<file path="config.mk">
export PLATFORM = sky130hd
export DESIGN_NAME = vreq_sequencer
export DESIGN_NICKNAME = d
export VERILOG_FILES = /design/src/rtl/vreq_sequencer.sv
export SDC_FILE = /design/constraint.sdc
export NUM_CORES = 1
export LEC_CHECK = 0
export CAP_MARGIN = 20
export CORE_UTILIZATION = 40
export CTS_BUF_LIST = sky130_fd_sc_hd__clkbuf_4
export CTS_CLUSTER_DIAMETER = 50
export DETAILED_ROUTE_END_ITERATION = 8
export PLACE_DENSITY = 0.68
export SETUP_SLACK_MARGIN = 0.05
export SLEW_MARGIN = 20
export SYNTH_ARGS = -nofsm -noshare
export SYNTH_HDL_FRONTEND = slang
export SYNTH_SLANG_ARGS = --single-unit
</file>
<file path="constraint.sdc">
create_clock -name clk -period 3.55 [get_ports clk]
set_input_delay 0.71 -clock clk [delete_from_list [all_inputs] [get_ports clk]]
set_output_delay 0.71 -clock clk [all_outputs]
set_load 0.01 [all_outputs]
</file>
<file path="src/rtl/vreq_sequencer.sv">
// vreq_sequencer: pops vector-access descriptors (base, length, stride) from
// the descriptor FIFO and expands each one into a stream of per-element
// memory requests on a valid/ready interface, pulsing desc_done and counting
// every descriptor that runs to completion.
module vreq_sequencer #(
  parameter int WIDTH  = 32,
  parameter int ADDR_W = 16,
  parameter int LEN_W  = 8,
  parameter int CNT_W  = 16
) (
  input  logic              clk,
  input  logic              reset,
  input  logic              fifo_empty,
  input  logic [WIDTH-1:0]  fifo_rsp_data,
  output logic              fifo_rsp,
  output logic              mem_req_valid,
  output logic [ADDR_W-1:0] mem_req_addr,
  output logic [LEN_W-1:0]  mem_req_idx,
  output logic              mem_req_last,
  input  logic              mem_req_ready,
  output logic              busy,
  output logic              desc_done,
  output logic [CNT_W-1:0]  desc_cnt
);

  // Descriptor field positions inside a FIFO entry: addr | len | stride.
  localparam int STRIDE_W = 8;
  localparam int LEN_LSB  = STRIDE_W;
  localparam int ADDR_LSB = LEN_LSB + LEN_W;

  localparam logic [LEN_W-1:0] LEN_ONE = 1;
  localparam logic [CNT_W-1:0] CNT_ONE = 1;

  typedef enum logic {
    IDLE  = 1'b0,
    ISSUE = 1'b1
  } state_t;

  state_t                state;
  logic [LEN_W-1:0]      len_reg;
  logic [STRIDE_W-1:0]   stride_reg;

  // Decoded head-of-FIFO fields (only meaningful while !fifo_empty).
  logic [ADDR_W-1:0]     head_addr;
  logic [LEN_W-1:0]      head_len;
  logic [STRIDE_W-1:0]   head_stride;

  // Next-element bookkeeping used on an accepted, non-final request.
  logic [ADDR_W-1:0]     stride_ext;
  logic [LEN_W-1:0]      idx_next;
  logic [LEN_W-1:0]      len_m1;

  assign head_addr   = fifo_rsp_data[ADDR_LSB +: ADDR_W];
  assign head_len    = fifo_rsp_data[LEN_LSB +: LEN_W];
  assign head_stride = fifo_rsp_data[STRIDE_W-1:0];

  // Stride is two's complement; sign extension plus modulo addition gives
  // wrap-around in both directions with no overflow flag.
  assign stride_ext = {{(ADDR_W-STRIDE_W){stride_reg[STRIDE_W-1]}}, stride_reg};
  assign idx_next   = mem_req_idx + LEN_ONE;
  assign len_m1     = len_reg - LEN_ONE;

  // Pop strobe: combinational so the descriptor is consumed on the same edge
  // it is captured; forced low while reset is held.
  always_comb begin
    fifo_rsp = (state == IDLE) && !fifo_empty && !reset;
  end

  assign busy = (state != IDLE);

  // Sequencer FSM with registered request/completion outputs.
  always_ff @(posedge clk or posedge reset) begin
    if (reset) begin
      state         <= IDLE;
      len_reg       <= '0;
      stride_reg    <= '0;
      mem_req_valid <= 1'b0;
      mem_req_addr  <= '0;
      mem_req_idx   <= '0;
      mem_req_last  <= 1'b0;
      desc_done     <= 1'b0;
      desc_cnt      <= '0;
    end else begin
      desc_done <= 1'b0;
      case (state)
        IDLE: begin
          if (!fifo_empty) begin
            len_reg      <= head_len;
            stride_reg   <= head_stride;
            mem_req_addr <= head_addr;
            mem_req_idx  <= '0;
            if (head_len != '0) begin
              state         <= ISSUE;
              mem_req_valid <= 1'b1;
              mem_req_last  <= (head_len == LEN_ONE);
            end else begin
              // Empty descriptor: completes immediately without any request.
              desc_done <= 1'b1;
              desc_cnt  <= desc_cnt + CNT_ONE;
            end
          end
        end
        ISSUE: begin
          // valid is always high here, so ready alone marks the handshake.
          if (mem_req_ready) begin
            if (mem_req_last) begin
              state         <= IDLE;
              mem_req_valid <= 1'b0;
              mem_req_last  <= 1'b0;
              desc_done     <= 1'b1;
              desc_cnt      <= desc_cnt + CNT_ONE;
            end else begin
              mem_req_addr <= mem_req_addr + stride_ext;
              mem_req_idx  <= idx_next;
              mem_req_last <= (idx_next == len_m1);
            end
          end
        end
        default: begin
          state         <= IDLE;
          mem_req_valid <= 1'b0;
        end
      endcase
    end
  end

endmodule
</file>
==> After elaboration in Yosys (flattened, before gate mapping) <==
Index checks and enable logic that the tools add are counted.
{ "word_totals": {"regBits": 60, "input_bits": 36, "out_inout_bits": 45, "elab_cells": 66} }
{ "op_classes": {"addsub": 4, "n_eq_ne": 8, "mux": 33, "bitwise_logic": 2, "n_reduce_logical": 10} }
{ "op_table": {"columns": ["op", "n"], "rows": [
  ["$mux W16", 7],
  ["$pmux W16 S2", 2],
  ["$mux W8", 3],
  ["$add A16 B1 Y16 const B", 1],
  ["$add A16 B16 Y16", 1],
  ["$mux W1", 16],
  ["$pmux W8 S2", 1],
  ["$ne A2 B2 Y1 const B", 5],
  ["$add A8 B1 Y8 const B", 1],
  ["$eq A8 B1 Y1 const B", 1],
  ["$eq A8 B8 Y1", 1],
  ["$pmux W1 S2", 4],
  ["$reduce_and A4 Y1", 2],
  ["$reduce_bool A8 Y1", 1],
  ["$sub A8 B1 Y8 const B", 1],
  ["$reduce_and A3 Y1", 2],
  ["$logic_and A1 B1 Y1", 2],
  ["$logic_not A1 Y1", 2],
  ["$ne A2 B1 Y1 const B", 1],
  ["$not A1 Y1", 2],
  ["$reduce_and A2 Y1", 1]
]} }

==> Depth between registers and ports, before layout <==
Gate-level depths: netlist of run 1.
{ "logic_depth": {"depth_word": 5, "ltp_mapped": 10, "ltp_nobuf": 10} }

==> Worst setup path before layout of run 1 <==
Ideal clock, no wire load.
{ "synth_timing": {"path_type": "in2reg", "startpoint": "input port fifo_rsp_data[10]", "endpoint": "register desc_cnt[15]", "setup_ps": 125, "t_arrival_ps": 2458, "path_slack_ps": 966, "cell_stages": 7, "path_buffers": 1, "path_cell_list": "or4_4 -> nor3_4 -> a2bb2o_4 -> buf_6 -> nand3_2 -> or4_4 -> xnor2_2"} }
{ "synth_between": {"elab_chain_cells": 3} }
{ "synth_lines": {"columns": ["item", "line_no", "rtl"], "rows": [
  ["from (decl)", "14", "input logic [WIDTH-1:0] fifo_rsp_data,"],
  ["$reduce_bool A8 Y1", "92", "if (head_len != '0) begin"],
  ["$ne A2 B2 Y1 (no line)", null, null],
  ["$reduce_and A4 Y1 (no line)", null, null],
  ["to (signal assigned)", "99", "desc_cnt <= desc_cnt + CNT_ONE;"],
  ["to (signal assigned)", "111", "desc_cnt <= desc_cnt + CNT_ONE;"],
  ["to (decl)", "23", "output logic [CNT_W-1:0] desc_cnt"]
]} }
Every way passes these cells.
A chain may end at the register's enable or synchronous reset.

==> Worst setup path after layout of run 1 <==
{ "layout_timing": {"startpoint": "input port fifo_empty", "endpoint": "output port fifo_rsp"} }
{ "layout_between": {"elab_chain_cells": 3} }
{ "layout_lines": {"columns": ["item", "line_no", "rtl"], "rows": [
  ["from (decl)", "13", "input logic fifo_empty,"],
  ["$logic_not A1 Y1", null, null],
  ["$logic_and A1 B1 Y1 (2 in series)", "66", "fifo_rsp = (state == IDLE) && !fifo_empty && !reset;"],
  ["to (decl)", "15", "output logic fifo_rsp,"]
]} }
Every way passes these cells.

==> metrics.md, run 1 <==
| Metric | Value |
|---|---|
| R2R Path End | `mem_req_addr[12]` |
| Drt pass-1 iters | `4` |
| Port bufs | `80` |
| Clock latency at the later pin of the worst-skew pair | `410 ps` |
| Worst VDD drop | `0.0003271 V` |
| Synth area leader | `dfrtp_1` |
| Antenna violations before repair | `0` |
| Hold worst-path end | `stride_reg[2]` |
| Starting Density | `41.03%` |
| Slack of the worst reg-to-reg path | `900 ps` |
| Post-CTS Setup Inserts | `0` |
| Worst-Margin Slew | `759.4 ps` |
| CTS tree | `built` |
| Period utilization | `81.17%` |
| Layout net count | `546` |
| Share of layout cells above drive strength 1 | `7.460%` |
| Cells resized by post-CTS repair | `0` |
| Cells after synthesis | `403` |
| Max-Cap Viols | `0` |
| Fin. max-slew vios | `0` |
| Clock-pin slew on the worst setup and hold paths | `110 ps` |
| Synth Area per Inst | `8.836 um2` |
| First-pass GRT wire length | `14.64 mm` |
| ANT nets after route | `0` |
| Lkg Pwr | `2.121 nW` |
| Post-synth top cells | `81 x nand2_1, 60 x dfrtp_1, 35 x nor2_1` |
| Ys async rst share | `100.0%` |
| Grt total ovfl | `0` |
| RSZ-0062 raised after global routing | `false` |
| Biggest regs | `desc_cnt: 16 flops, mem_req_addr: 16 flops` |
| H-tree Lvls | `3` |
| Die Wd | `96.35 um` |
| CTS max path bufs | `2` |
| Avg WL per Cell | `14.28 um` |
| Die span in y | `96.35 um` |
| Hold Startpoint | `stride_reg[2]` |
| Fin crit period | `2882 ps` |
| Cell area after synthesis | `0.003561 mm2` |
| I/O Pins | `81` |
| Layout Skew | `15.01 ps` |
| Vias/cell | `5.210` |
| HPWL Detailed | `6.443 mm` |
| WL final | `8.626 mm` |
| Count leader, synth | `nand2_1` |
| Total power | `0.004131 W` |
| EDFF count, synth | `0` |
| Hold Violations, Final | `0` |
| Worst Setup Path Type | `primary input to output port` |
| Clock root buffer | `clkbuf_4` |
| FF-to-FF Start | `mem_req_addr[0]` |
| Arrival time worst endpoint | `2170 ps` |
| Power density over cell area | `884.8 mW/mm2` |
| Seq/Total Area, Yosys | `42.16%` |
| Yosys top cell area share | `42.16%` |
| DRC Markers | `0` |
| Total number of vias | `3147` |
| Predominant post-synthesis flop cell | `dfrtp_1` |
| Synthesis Warnings | `0` |
| GP Congestion | `0.8743` |
| Vias in the first global route | `3065` |
| Syn_nets | `458` |
| Yosys reg bits | `60` |
| Floorplan Core Area | `0.008678 mm2` |
| Design area | `0.004669 mm2` |
| Hold WC Path Type | `flip-flop to flip-flop` |
| Rel. slew slack | `49.38%` |
| Status | `finished, final reports clean` |
| Area growth syn-to-layout | `31.13%` |
| Std cell rows | `34` |
| Die area | `0.009283 mm2` |
| ANT cells | `0` |
| Tot GR Track Use | `20.93%` |
| Largest net degree at the start of global routing | `61` |
| Clk sink count | `60` |
| R2R cell count | `10` |
| Total negative slack | `0 ps` |
| Startpoint Class | `primary input` |
| Crit-path max FO | `4` |
| Cts hold-fix bufs | `0` |
| Count of different cell masters after synthesis | `46` |
| Hold Path Depth | `2` |
| Crit. End Element | `output port` |
| Cts bufs inserted | `9` |
| Area post-placement | `0.004511 mm2` |
| CP required | `2840 ps` |
| Max Clk Rate | `0.3470 GHz` |
| DR iter-0 viols | `74` |
| CP startpoint | `fifo_empty` |
| Top post-synthesis cells by area | `dfrtp_1 42%, nand2_1 8.5%, xnor2_1 7.6%, ha_1 6.3%, a21oi_1 4.1%` |
| Final setup violation count | `0` |
[critical path: stages]
cell             delay [ps]
clkdlybuf4s50_1         480
or2_2                   350
nor2_1                  100
clkdlybuf4s50_1         530
[cell type report]
type	count	area, um2
Clock buffer	9	67.56
Clock inverter	7	91.34
Fill cell	834	4009
Inverter	11	41.29
Multi-Input combinational cell	320	1964
Sequential cell	60	1501
Tap cell	108	135.1
Timing Repair Buffer	89	868.3
[power by group]
group	total [W]	internal [W]	switching [W]	leakage, nW
Clock	0.000552	0.000283	0.000269	0.0857
Combinational	0.00242	0.00116	0.00126	1.28
Sequential	0.00115	0.000918	0.000237	0.759
[worst max-delay path by stage]
stage                       end  cells after the start
2_1_floorplan      desc_cnt[15]                      7
6_report               fifo_rsp                      4
4_1_cts                fifo_rsp                      4
3_5_place_dp       desc_cnt[15]                      7
3_3_place_gp       desc_cnt[15]                      7
5_1_grt        mem_req_addr[12]                     10
[kinds of logic after synthesis]
logic type | count (synthesis) | synth area share (%)
AOI/OAI and AO/OA | 83 | 13.81
xor gates and xnor gates | 43 | 10.79
adders and majority gates | 19 | 6.887
buffers and inverters | 23 | 2.670
DFF | 60 | 42.16
muxes | 6 | 1.757
and+or+nand+nor | 169 | 21.93
[metrics by stage]
stage / worst slack, ps / util (%) / hold slack (ps) / cells
finish: 668.4 / 53.81 / 491.4 / 604
CTS: 661.4 / 53.81 / 496.9 / 604
floorplan: 966.5 / - / 449.7 / 403
detailed placement: 446.4 / 51.98 / 472.4 / 588
global placement: 489.4 / 51.98 / 468.1 / 588
global route: 596.6 / 53.81 / 510.9 / 604
[per-layer routing]
metal	track usage, %	up-vias	part of all wire, %
met4	8.578	0	1.6
met3	3.555	11	5.2
met1	28.72	1489	48
met5	0	-	0
li1	-	1564	-
met2	32.68	83	46
[placed cells by master (no fill, tap or decap), types with 7 or more instances in the layout]
| master | instances |
|---|---|
| a21oi_1 | 29 |
| and3_1 | 7 |
| buf_4 | 9 |
| clkbuf_4 | 9 |
| clkdlybuf4s50_1 | 80 |
| dfrtp_1 | 60 |
| ha_1 | 18 |
| inv_1 | 9 |
| nand2_1 | 81 |
| nand3_1 | 14 |
| nor2_1 | 35 |
| o21ai_0 | 29 |
| xnor2_1 | 31 |
| xor2_1 | 11 |
(Power assumes the default switching activity.)
==> inputs of run 2 (changes only) <==
--- a/config.mk
+++ b/config.mk
@@ -10,7 +10,7 @@
 export CTS_BUF_LIST = sky130_fd_sc_hd__clkbuf_4
 export CTS_CLUSTER_DIAMETER = 50
 export DETAILED_ROUTE_END_ITERATION = 8
-export PLACE_DENSITY = 0.68
+export PLACE_DENSITY = 0.71
 export SETUP_SLACK_MARGIN = 0.05
 export SLEW_MARGIN = 20
 export SYNTH_ARGS = -nofsm -noshare
==> constraint.sdc (replaced) <==
create_clock -name clk -period 2.5 [get_ports clk]
set_input_delay 0.5 -clock clk [delete_from_list [all_inputs] [get_ports clk]]
set_output_delay 0.5 -clock clk [all_outputs]
set_load 0.01 [all_outputs]
==> run 2 against run 1 <==
Highest routed layer unchanged. Flip-flop and latch count unchanged. Worst hold slack better by 3.4 ps. Via count up 2.0%. Critical endpoint is now desc_cnt[15]. Cell count up 2.0%.
==> metrics.md, run 2 (synthesis gave the netlist of run 1 again) <==
| Metric | Value |
|---|---|
| Crit-path max FO | `4` |
| Filler instances | `782` |
| Drt pass-1 iters | `4` |
| Fin. max-slew vios | `0` |
| Total power | `0.006202 W` |
| Clock power frac | `14.8%` |
| Grt peak-use layer | `met2` |
| Area growth syn-to-layout | `35.73%` |
| Largest net degree at the start of global routing | `35` |
| Die Wd | `96.35 um` |
| Worst Setup Path Type | `primary input to flip-flop` |
| Fin crit period | `2368 ps` |
| Vias in the first global route | `3113` |
| CTS tree | `built` |
| P_sw | `0.002612 W` |
| Biggest regs | `desc_cnt: 16 flops, mem_req_addr: 16 flops` |
| Floorplan Core Area | `0.008678 mm2` |
| H-tree Lvls | `3` |
| Total negative slack | `0 ps` |
| Final setup violation count | `0` |
| Internal power | `0.003590 W` |
| Port bufs | `80` |
| Crit. End Element | `flip-flop` |
| Inst Count DP | `599` |
| Clk sink count | `60` |
| Commonest non-fill, non-tap cell in the layout | `nand2_1` |
| I/O Pins | `81` |
| ANT nets after route | `0` |
| Avg WL per Cell | `14.56 um` |
| Fin cells | `616` |
| CTS max path bufs | `2` |
| Met2 Use GR | `32.86%` |
| Grt total ovfl | `0` |
| DR iter-0 viols | `118` |
| Rel. slew slack | `58.49%` |
| Status | `finished, final reports clean` |
| Vias/cell | `5.211` |
| Clock-pin slew on the worst setup and hold paths | `120 ps` |
| Std cell rows | `34` |
| Starting Density | `41.03%` |
| Worst VDD drop | `0.0004629 V` |
| Clock latency at the later pin of the worst-skew pair | `420 ps` |
| Max Clk Rate | `0.4223 GHz` |
| First-pass GRT wire length | `14.75 mm` |
| Leading cell types in the layout, fill and taps excluded | `81 x nand2_1, 79 x clkdlybuf4s50_1, 58 x dfrtp_1` |
| Tot GR Track Use | `21.14%` |
| Antenna violations before repair | `0` |
| Hold Violations, Final | `0` |
| Power density over cell area | `1283 mW/mm2` |
| Max-Cap Viols | `0` |
| Layout Skew | `10.91 ps` |
| Startpoint Class | `primary input` |
| Met1 usage | `28.97%` |
| Switching Share | `42.11%` |
| Die span in y | `96.35 um` |
| Total number of vias | `3210` |
| CP required | `2820 ps` |
| Worst-Margin Slew | `621.7 ps` |
| Share of layout cells above drive strength 1 | `11.02%` |
| Period utilization | `94.72%` |
| Lkg Pwr | `2.214 nW` |
| GP Congestion | `0.8876` |
| RSZ-0062 raised after global routing | `true` |
| Cts bufs inserted | `9` |
| Hold WC Path Type | `flip-flop to flip-flop` |
| Arrival time worst endpoint | `2690 ps` |
| HPWL Detailed | `6.686 mm` |
| Die area | `0.009283 mm2` |
| GRT met3 Usage | `4.660%` |
| ANT cells | `0` |
| DRC Markers | `0` |
| Layout net count | `558` |
| Comb power frac | `58.4%` |
| WL final | `8.966 mm` |
| Clock root buffer | `clkbuf_4` |
| Flop pwr share | `26.8%` |
==> run 2: path summary, 6_finish.rpt <==
check	startpoint	slack, ps	cells after the start	endpoint
min in group asynchronous	reset	500	2	stride_reg[4]
max	fifo_rsp_data[10]	130	7	desc_cnt[15]
max reg2reg	stride_reg[7]	200	8	mem_req_addr[15]
max in group asynchronous	reset	1410	3	desc_cnt[14]
min reg2reg	desc_cnt[4]	490	1	desc_cnt[4]
min	desc_cnt[4]	490	1	desc_cnt[4]
==> run 2: final cells by class <==
type / count / area (um2) / area share, %
sequential: 60 / 1504 / 31.12
timing repair buffer: 101 / 973.4 / 20.14
tap: 108 / 135.1 / 2.796
clock inverter: 7 / 121.4 / 2.511
multi-input combinational: 320 / 1991 / 41.19
clock buffer: 9 / 67.56 / 1.398
inverter: 11 / 41.29 / 0.8543
==> run 2: layer usage <==
metal / up-vias / part of all wire [%]
met5: - / 0
met4: 0 / 1.8
met3: 18 / 5.1
met2: 85 / 45
met1: 1518 / 48
li1: 1589 / -
==> run 2: what timing repair did <==
action                                  4_1_cts  5_1_grt
pin swaps                                     0        2
hold buffers                                  0        0
buffers inserted                              0        1
endpoints found under the setup margin        2        5
resized for setup                             2        8
==> run 2: power by group through the flow <==
stage	registers [W]	logic, W	clock network, W
after floorplan	0.00167	0.00235	0
after global placement	0.00165	0.00342	0
after detailed placement	0.00167	0.00354	0
after CTS	0.00165	0.00357	0.000935
after global routing	0.00171	0.00407	0.000987
final	0.00166	0.00362	0.000921
==> run 2: through the flow <==
| step | util [%] | setup slack (ps) | instance area, um2 | hold WS (ps) |
|---|---|---|---|---|
| floorplan | - | 126.5 | 3561 | 449.7 |
| global placement | 53.07 | -264.5 | 4606 | 463.6 |
| detailed placement | 53.07 | -295.2 | 4606 | 469.0 |
| CTS | 55.26 | 61.51 | 4796 | 495.1 |
| global route | 55.69 | 5.633 | 4833 | 509.2 |
| finish | 55.69 | 132.1 | 4833 | 494.8 |
==> run 2: critical path, stage by stage <==
cell and delay (ps):
clkdlybuf4s50_1 420, or4_4 560, nor3_4 260, a2bb2o_4 190, nand3_2 80, or4_4 530, xnor2_2 140
==> inputs of run 3 (changes only) <==
--- a/config.mk
+++ b/config.mk
@@ -5,12 +5,13 @@
 export SDC_FILE = /design/constraint.sdc
 export NUM_CORES = 1
 export LEC_CHECK = 0
+export ABC_CLOCK_PERIOD_IN_PS = 2500
 export CAP_MARGIN = 20
-export CORE_UTILIZATION = 40
+export CORE_UTILIZATION = 47
 export CTS_BUF_LIST = sky130_fd_sc_hd__clkbuf_4
 export CTS_CLUSTER_DIAMETER = 50
 export DETAILED_ROUTE_END_ITERATION = 8
-export PLACE_DENSITY = 0.71
+export PLACE_DENSITY = 0.81
 export SETUP_SLACK_MARGIN = 0.05
 export SLEW_MARGIN = 20
 export SYNTH_ARGS = -nofsm -noshare
==> run 3 against run 2 <==
Count of clock-buffer cells in the layout stayed put. Combinational power is 3% higher. Flip-flop and latch count stayed put. Wire length is 2.2% higher. Sequential power hardly changed. Die area is 15% lower. Register-to-register slack worse by 70 ps. Final area is 0.60% lower. Non-clock buffer count is 1 higher. Critical path type is now primary input to output port. Largest power group unchanged. Highest routed layer unchanged.
==> metrics.md, run 3 (synthesis gave the netlist of run 1 again) <==
| Metric | Value |
|---|---|
| Status | `finished, final reports clean` |
| CP max stage cell | `clkdlybuf4s50_1` |
| ANT nets after route | `0` |
| Design area | `0.004805 mm2` |
| FF-to-FF Start | `stride_reg[7]` |
| Worst VDD drop | `0.0005669 V` |
| Total number of vias | `3258` |
| Area growth syn-to-layout | `34.93%` |
| Rel. slew slack | `71.03%` |
| Layout net count | `559` |
| Final setup violation count | `0` |
| Layout Skew | `18.95 ps` |
| Area post-placement | `0.004579 mm2` |
| Die area | `0.007928 mm2` |
| DR iter-0 viols | `171` |
| HPWL Detailed | `6.767 mm` |
| CP required | `2000 ps` |
| Leading cell types in the layout, fill and taps excluded | `81 x nand2_1, 80 x clkdlybuf4s50_1, 59 x dfrtp_1` |
| Crit. End Element | `output port` |
| Clock root buffer | `clkbuf_4` |
| Worst setup margin | `97.11 ps` |
| Startpoint Class | `primary input` |
| Die span in y | `89.04 um` |
| Die Wd | `89.04 um` |
| Largest net degree at the start of global routing | `43` |
| Total power | `0.006178 W` |
| CTS tree | `built` |
| Std cell rows | `31` |
| Vias in the first global route | `3228` |
| Clock-pin slew on the worst setup and hold paths | `120 ps` |
| Hold WC Path Type | `primary input to async pin` |
| Floorplan Core Area | `0.007292 mm2` |
| Worst-path cell chain | `clkdlybuf4s50_1 > or2_2 > nor2_1 > clkdlybuf4s50_1` |
| ANT cells | `0` |
| Filler instances | `618` |
| Port bufs | `80` |
| Share of layout cells above drive strength 1 | `11.00%` |
| RSZ-0062 raised after global routing | `false` |
| Vias/cell | `5.359` |
| WL final | `9.164 mm` |
| I/O Pins | `81` |
| Worst Setup Path Type | `primary input to output port` |
| Clk sink count | `60` |
| H-tree Lvls | `3` |
| Flop pwr share | `26.7%` |
| Fin. max-slew vios | `0` |
| Lkg Pwr | `2.189 nW` |
| GP Congestion | `0.9303` |
| P_sw | `0.002670 W` |
| Tot GR Track Use | `24.63%` |
| Multi-input logic area | `0.001992 mm2` |
| Fin crit period | `2403 ps` |
| Switching Share | `43.21%` |
| Clock latency at the later pin of the worst-skew pair | `410 ps` |
| Layout Utilization | `65.89%` |
| Starting Density | `48.83%` |
| DRC Markers | `0` |
| Worst-Margin Slew | `433.9 ps` |
| Internal power | `0.003508 W` |
| Grt total ovfl | `0` |
| Drt pass-1 iters | `4` |
| Arrival time worst endpoint | `1900 ps` |
| Commonest non-fill, non-tap cell in the layout | `nand2_1` |
| Max stage delay on crit path | `540 ps` |
| Antenna violations before repair | `0` |
| CP startpoint | `fifo_empty` |
| Most common cell on crit path | `clkdlybuf4s50_1` |
| Power density over cell area | `1286 mW/mm2` |
| Crit-path max FO | `2` |
| Avg WL per Cell | `15.07 um` |
| Max Clk Rate | `0.4162 GHz` |
| Hold Violations, Final | `0` |
| First-pass GRT wire length | `14.87 mm` |
| CTS max path bufs | `2` |
| Max-Cap Viols | `0` |
| Biggest regs | `desc_cnt: 16 flops, mem_req_addr: 16 flops` |
| Period utilization | `96.12%` |
| Clock power frac | `13.1%` |
| Cts bufs inserted | `9` |
| Seq. cell area | `0.001503 mm2` |
| Hold_ws | `432.7 ps` |
| Pre-CTS WS | `-295.5 ps` |
| Comb power frac | `60.3%` |
==> run 3: power by group through the flow <==
stage / sequential (W) / combinational (W) / clock [W]
after floorplan: 0.00167 / 0.00235 / 0
after global placement: 0.00164 / 0.00340 / 0
after detailed placement: 0.00166 / 0.00353 / 0
after CTS: 0.00164 / 0.00356 / 0.000823
after global routing: 0.00169 / 0.00414 / 0.000867
final: 0.00165 / 0.00372 / 0.000806
==> run 3: path summary, 6_finish.rpt <==
check                                        end  slack [ps]  cells after the start
min in group clk                   stride_reg[0]         500                      2
max in group asynchronous          stride_reg[7]        1470                      3
worst max register to register  mem_req_addr[15]         130                      8
worst min-delay path               stride_reg[0]         430                      2
worst max-delay path                    fifo_rsp         100                      4
worst min register to register     stride_reg[0]         500                      2
==> run 3: what timing repair did <==
action / in CTS / in global routing
hold buffers: 0 / 0
pin swaps: 0 / 2
gates resized for setup: 2 / 6
cloned: 0 / 0
setup endpoints to repair: 2 / 4
buffers inserted: 0 / 4
==> run 3: final cells by class <==
class,count,area share (%)
clock inverters,7,2.057
inverters,11,0.8594
multi-input cells,320,41.46
flip-flops and latches,60,31.28
well taps,99,2.578
repair buffers,102,20.36
clock buffers,9,1.406
==> run 3: critical path, delay by kind of cell <==
| kind | cells | cell delay, ps |
|---|---|---|
| AND/OR/NAND/NOR | 2 | 440 |
| buffers and inverters | 2 | 970 |
==> run 3: stage by stage <==
| step | cells | TNS (ps) |
|---|---|---|
| after floorplan | 403 | 0 |
| after detailed placement | 588 | -1875 |
| after CTS | 604 | 0 |
| after global placement | 588 | -1283 |
| after global routing | 608 | 0 |
| final | 608 | 0 |
==> run 3: per-layer routing <==
| metal | track usage, % | part of all wire, % | up-vias |
|---|---|---|---|
| li1 | - | - | 1592 |
| met4 | 8.802 | 2.1 | 0 |
| met2 | 41.05 | 48 | 101 |
| met3 | 4.801 | 5.0 | 18 |
| met5 | 0 | 0 | - |
| met1 | 32.17 | 45 | 1547 |
